$ cat src/rtl/axi_master_arbiter.sv
// Two-requester AXI4 master-port arbiter (IFU = requester 0, LSU = requester 1).
// Round-robin grant held until the owned transaction's final response handshake.
module axi_master_arbiter #(
   parameter int TIMEOUT_CYCLES = 1024,
   parameter int CNT_WIDTH      = 11
) (
   input  logic       clk,
   input  logic       rst,
   input  logic       ifu_req,
   input  logic       lsu_req,
   input  logic       lsu_write,
   output logic       ifu_grant,
   output logic       lsu_grant,
   output logic       sel,
   input  logic       arvalid,
   input  logic       arready,
   input  logic       rvalid,
   input  logic       rready,
   input  logic       rlast,
   input  logic [1:0] rresp,
   input  logic       awvalid,
   input  logic       awready,
   input  logic       wvalid,
   input  logic       wready,
   input  logic       wlast,
   input  logic       bvalid,
   input  logic       bready,
   input  logic [1:0] bresp,
   output logic       busy,
   output logic       done,
   output logic       err,
   output logic       timeout
);

   typedef enum logic [2:0] {IDLE, ADDR_RD, DATA_RD, ADDR_WR, RESP_WR} state_t;

   state_t state_reg;
   logic   last_owner_reg;
   logic   aw_done_reg;
   logic   w_done_reg;

   logic ar_fire, r_fire, aw_fire, w_fire, w_last_fire, b_fire, any_fire;
   logic arb_go, pick_lsu, ar_adv, rd_end, wr_addr_end, wr_end, state_change;

   assign ar_fire     = arvalid & arready;
   assign r_fire      = rvalid & rready;
   assign aw_fire     = awvalid & awready;
   assign w_fire      = wvalid & wready;
   assign w_last_fire = w_fire & wlast;
   assign b_fire      = bvalid & bready;
   assign any_fire    = ar_fire | r_fire | aw_fire | w_fire | b_fire;

   // On a tie the requester that did not own the port last time wins.
   assign arb_go      = (state_reg == IDLE) && (ifu_req || lsu_req);
   assign pick_lsu    = lsu_req && (!ifu_req || !last_owner_reg);
   assign ar_adv      = (state_reg == ADDR_RD) && ar_fire;
   assign rd_end      = (state_reg == DATA_RD) && r_fire && rlast;
   assign wr_addr_end = (state_reg == ADDR_WR) && (aw_done_reg || aw_fire)
                        && (w_done_reg || w_last_fire);
   assign wr_end      = (state_reg == RESP_WR) && b_fire;
   assign state_change = arb_go | ar_adv | rd_end | wr_addr_end | wr_end;

   assign busy = (state_reg != IDLE);
   assign done = rd_end | wr_end;
   assign err  = (rd_end && (rresp != 2'b00)) || (wr_end && (bresp != 2'b00));

   always_ff @(posedge clk or posedge rst) begin
      if (rst) begin
         state_reg      <= IDLE;
         ifu_grant      <= 1'b0;
         lsu_grant      <= 1'b0;
         sel            <= 1'b0;
         last_owner_reg <= 1'b1;
         aw_done_reg    <= 1'b0;
         w_done_reg     <= 1'b0;
      end else begin
         case (state_reg)
            IDLE: begin
               if (arb_go) begin
                  ifu_grant      <= !pick_lsu;
                  lsu_grant      <= pick_lsu;
                  sel            <= pick_lsu;
                  last_owner_reg <= pick_lsu;
                  state_reg      <= (pick_lsu && lsu_write) ? ADDR_WR : ADDR_RD;
               end
            end
            ADDR_RD: begin
               if (ar_fire) state_reg <= DATA_RD;
            end
            DATA_RD: begin
               if (rd_end) begin
                  state_reg <= IDLE;
                  ifu_grant <= 1'b0;
                  lsu_grant <= 1'b0;
                  sel       <= 1'b0;
               end
            end
            ADDR_WR: begin
               // AW and the last W beat may complete in either order or together.
               if (wr_addr_end) begin
                  state_reg   <= RESP_WR;
                  aw_done_reg <= 1'b0;
                  w_done_reg  <= 1'b0;
               end else begin
                  if (aw_fire)     aw_done_reg <= 1'b1;
                  if (w_last_fire) w_done_reg  <= 1'b1;
               end
            end
            RESP_WR: begin
               if (wr_end) begin
                  state_reg <= IDLE;
                  ifu_grant <= 1'b0;
                  lsu_grant <= 1'b0;
                  sel       <= 1'b0;
               end
            end
            default: state_reg <= IDLE;
         endcase
      end
   end

   generate
      if (TIMEOUT_CYCLES > 0) begin : g_wdog
         localparam logic [CNT_WIDTH-1:0] LIMIT = CNT_WIDTH'(TIMEOUT_CYCLES);
         logic [CNT_WIDTH-1:0] wdog_reg;
         logic                 timeout_reg;

         // Stalled-owner watchdog: any progress clears it, the flag is sticky.
         always_ff @(posedge clk or posedge rst) begin
            if (rst) begin
               wdog_reg    <= '0;
               timeout_reg <= 1'b0;
            end else if (state_change || any_fire || !busy) begin
               wdog_reg <= '0;
            end else if (wdog_reg != LIMIT) begin
               wdog_reg <= wdog_reg + 1'b1;
               if (wdog_reg == LIMIT - 1'b1) timeout_reg <= 1'b1;
            end
         end
         assign timeout = timeout_reg;
      end else begin : g_no_wdog
         assign timeout = 1'b0;
      end
   endgenerate

endmodule
$ cat config.mk
export PLATFORM = sky130hd
export DESIGN_NAME = axi_master_arbiter
export DESIGN_NICKNAME = d
export VERILOG_FILES = /design/src/rtl/axi_master_arbiter.sv
export SDC_FILE = /design/constraint.sdc
export NUM_CORES = 1
export LEC_CHECK = 0
export BUFFER_PORTS_ARGS = -buffer_cell sky130_fd_sc_hd__buf_2
export CORE_UTILIZATION = 51
export CTS_CLUSTER_SIZE = 24
export DETAILED_ROUTE_END_ITERATION = 6
export PLACE_DENSITY = 0.8
export SYNTH_ARGS = -nofsm -noshare
export SYNTH_HDL_FRONTEND = slang
export SYNTH_SLANG_ARGS = --single-unit
$ cat constraint.sdc
create_clock -name clk -period 1.8 [get_ports clk]
set_input_delay 0.09 -clock clk [delete_from_list [all_inputs] [get_ports clk]]
set_output_delay 0.09 -clock clk [all_outputs]
set_load 0.05 [all_outputs]
Word-level counts from Yosys, hierarchy flattened
Cells that the tools add are included.
{ "word_totals": {"reg_bits": 20} }
{ "classes": {"addsub": 1, "n_eq_ne": 11, "muxes": 19, "n_bitwise": 16, "n_reduce_logical": 36} }
{ "ops": {"columns": ["cell", "n"], "rows": [
  ["$mux 11", 2],
  ["$mux 3", 5],
  ["$pmux 3 s5", 1],
  ["$add 11x1->11 const B", 1],
  ["$eq 11x10->1 const B", 1],
  ["$logic_and 1x1->1", 11],
  ["$ne 11x11->1 const B", 1],
  ["$ne 2x2->1 const B", 5],
  ["$reduce_bool 2->1", 5],
  ["$or 1x1->1", 9],
  ["$mux 1", 8],
  ["$logic_or 1x1->1", 7],
  ["$and 1x1->1", 6],
  ["$eq 3x2->1 const B", 2],
  ["$pmux 1 s3", 2],
  ["$reduce_and 2->1", 3],
  ["$reduce_bool 3->1", 2],
  ["$reduce_and 5->1", 1],
  ["$logic_not 1->1", 4],
  ["$reduce_and 4->1", 1],
  ["$eq 3x1->1 const B", 1],
  ["$eq 3x3->1 const B", 1],
  ["$logic_not 3->1", 1],
  ["$reduce_and 3->1", 1],
  ["other kinds (2)", 2]
]} }

Longest topological paths before layout
{ "logic_depth": {"word_depth": 10, "mapped_depth": 6, "ltp_nobuf": 5} }

Worst setup path before layout
OpenSTA, ideal clock, no wires.
{ "synth_path": {"path_type": "register -> output", "start": "register state_reg[2]", "end": "output port err", "arrival_time_ns": 2.085, "t_required_ns": 1.710, "slack_ns": -0.375, "path_stages_with_launch": 4, "n_path_buf": 0, "cell_sequence": "dfrtp_1 and2b_1 nand4_1 o32ai_1"} }
{ "synth_between": {"elab_chain_cells": 5, "elab_cells_between_ends": 8} }
{ "synth_rtl": {"columns": ["element", "line", "rtl"], "rows": [
  ["start, declared", "37", "state_t state_reg;"],
  ["start signal, assigned", "84", "state_reg <= (pick_lsu && lsu_write) ? ADDR_WR : ADDR_RD;"],
  ["$eq 3x2->1", "57", "assign rd_end = (state_reg == DATA_RD) && r_fire && rlast;"],
  ["$logic_and 1x1->1 (2 in a row)", "57", null],
  ["$logic_and 1x1->1", "65", "assign err = (rd_end && (rresp != 2'b00)) || (wr_end && (bresp != 2'b00));"],
  ["$logic_or 1x1->1 *", "65", null],
  ["end, declared", "31", "output logic err,"]
]} }
Mark *: on every way between the ends. The rest lies on a longest branch, timed or not.

Worst setup path after layout
Ends and elaborated chain as after synthesis.

==> metrics.yaml <==
wl_per_cell_um: 12.0
async_reset_ff_frac: 1.00
finalPower_w: 0.00162
period_minus_slack_ps: 1700
largest_register_ffs: 11
dieArea_um2: 2390
power.density_nw_per_um2: 1180
finalCritPeriodShare: 0.944
drive_gt1_frac: 0.286
ir_drop_v: 0.000826
rr_worst_depth: 4
avgSynthCellArea_um2: 9.19
crit_chain: "and2b_2, nand4_1, o32ai_2, buf_6"
hold_violations: 0
place_congestion: 0.882
cts_sinks: 20
antenna_found_initial: 0
die_x_um: 48.9
htreeDepth: 1
grt_usage: 0.204
cts-buffers-inserted: 3
syn2layout_area_growth_pct: 22.5
tns_ps: 0
drt_iter0_drc: 30
synth_warnings: 0
worstMarginPinSlew_ps: 710
synthFlopType: "dfrtp_1"
drv_cap: 0
met3_usage: 0.0374
port-buffer-count: 27
critPathMaxFanout: 8
final_common_cell: "buf_2"
grt_max_degree: 21
cts_tree: "yes"
ys_types: 38
relSlewSlack: 0.526
outcome: "finished clean"
cpPeakStageDelay_ps: 460
core_um2: 2020
core.rowCount: 16
grt_pass1_vias: 924
min_path_type: "in2reg"
overflow: 0
worstSetupStartpointType: "flop"
clock_skew_ps: 12.9
cts_root_buffer: "clkbuf_4"
wirelength_um: 2170
routed-via-count: 986
fin_hold_ws_ps: 90.3
cp.required_ps: 1710
final_cell_mix: "buf_2, nor2_1, dfrtp_1"
grt_pass1_wl_um: 3860
netlist_instances: 122
die_y_um: 48.9
slew_violations: 0
grt.busiest_layer: "met2"
path_clk_slew_ps: 110
cp-end-kind: "output pin"
crit_slowest_cell: "dfrtp_2"
whs_path_depth: 3
cp.arrival_ps: 1610
vias_per_cell: 5.45
ys_seq_area_frac: 0.448
yosys_register_bits: 20
netlist_area_um2: 1120
crit_type: "reg2out"
fmax_mhz: 589
finalSetupViolCount: 0
fin_nets: 178
worst_skew_pair.late_latency_ps: 300
dpl_cell_area_um2: 1280
place.detailed.hpwl_um: 1670
ant_nets: 0
diodes: 0
dr.pass1.iters: 4
p_leak_nw: 0.609
grt_setup_unrepaired: "false"
use_met1: 0.287
nFillCells: 148
synth_nets: 145
drc: 0
fin_area_um2: 1370
synth-edff-count: 0
ios: 28
start_util: 0.554
use_met2: 0.333
cts_buffer_depth: 2
## kinds of logic (layout without fill, tap and decap cells)
family / count (synthesis) / in the layout / synth area share
AO/OA/AOI/OAI: 25 / 25 / 0.160
XOR/XNOR: 9 / 9 / 0.0703
adder cells (fa/ha/maj): 2 / 2 / 0.0223
buffers and inverters: 11 / 43 / 0.0513
flip-flops: 20 / 20 / 0.448
multiplexers: 1 / 1 / 0.00893
AND/OR/NAND/NOR: 54 / 54 / 0.240
## timing repair
action | 4_1_cts | 5_1_grt
setup endpoints to repair | 1 | 2
gates resized for setup | 5 | 1
pin swaps | 1 | 1
hold endpoints to repair | 20 | 0
hold buffers | 2 | 0
setup buffers | 0 | 1
## through the flow
step / setup WS [ps] / util / instances
after floorplan: 89.1 / - / 122
after global routing: 2.89 / 0.679 / 181
after CTS: 18.1 / 0.675 / 180
after detailed placement: 169 / 0.634 / 174
final: 101 / 0.679 / 181
after global placement: 255 / 0.634 / 174
## power breakdown
part / switching (W) / internal (W) / total [W] / leakage (nW)
Clock: 0.000129 / 0.000225 / 0.000354 / 0.0279
Combinational: 0.000414 / 0.000240 / 0.000654 / 0.325
Sequential: 0.0000781 / 0.000538 / 0.000616 / 0.256
Total: 0.000622 / 0.00100 / 0.00162 / 0.609
## worst max-delay path: cells and delay by family, from the launching register on
kind	cells	cell delay [ps]
simple gates	2	390
buf+inv	1	190
flops	1	460
compound gates	1	270
## cell usage after synthesis (3+ instances only)
cell	n	area [µm²]
inv_1	7	26.3
nand3b_1	3	22.5
nand3_1	6	30.0
dfrtp_1	19	475
nor2_1	19	71.3
nor3_1	3	15.0
xor2_1	5	43.8
nand2_1	9	33.8
nor4_1	3	18.8
xnor2_1	4	35.0
nand4_1	3	18.8
a21oi_1	8	40.0
## metal layers
metal	wire length, µm	up-vias
met3	131	2
li1	-	499
met2	994	33
met5	0	-
met4	19	0
met1	1020	452
## cell type report
cell class	count	area [µm²]	area share
timing repair buffer	32	186	0.136
multi-input combinational	91	571	0.415
inverter	7	26.3	0.0191
sequential	20	504	0.367
clock inverter	1	30.0	0.0219
tap	27	33.8	0.0246
clock buffer	3	22.5	0.0164
## worst paths after layout
path | slack, ps | end | from
setup / recovery | 100 | err | state_reg[2]$_DFFE_PP0P_
hold / removal | 90 | last_owner_reg$_DFFE_PP1P_ | lsu_req
setup reg to reg | 230 | timeout$_DFFE_PP0P_ | w_done_reg$_DFFE_PP0P_
hold reg to reg | 480 | timeout$_DFFE_PP0P_ | timeout$_DFFE_PP0P_
max in group asynchronous | 860 | state_reg[1]$_DFFE_PP0P_ | rst
min in group asynchronous | 430 | g_wdog.wdog_reg[7]$_DFFE_PP0P_ | rst
No activity file was read; power rests on OpenSTA's default activity.
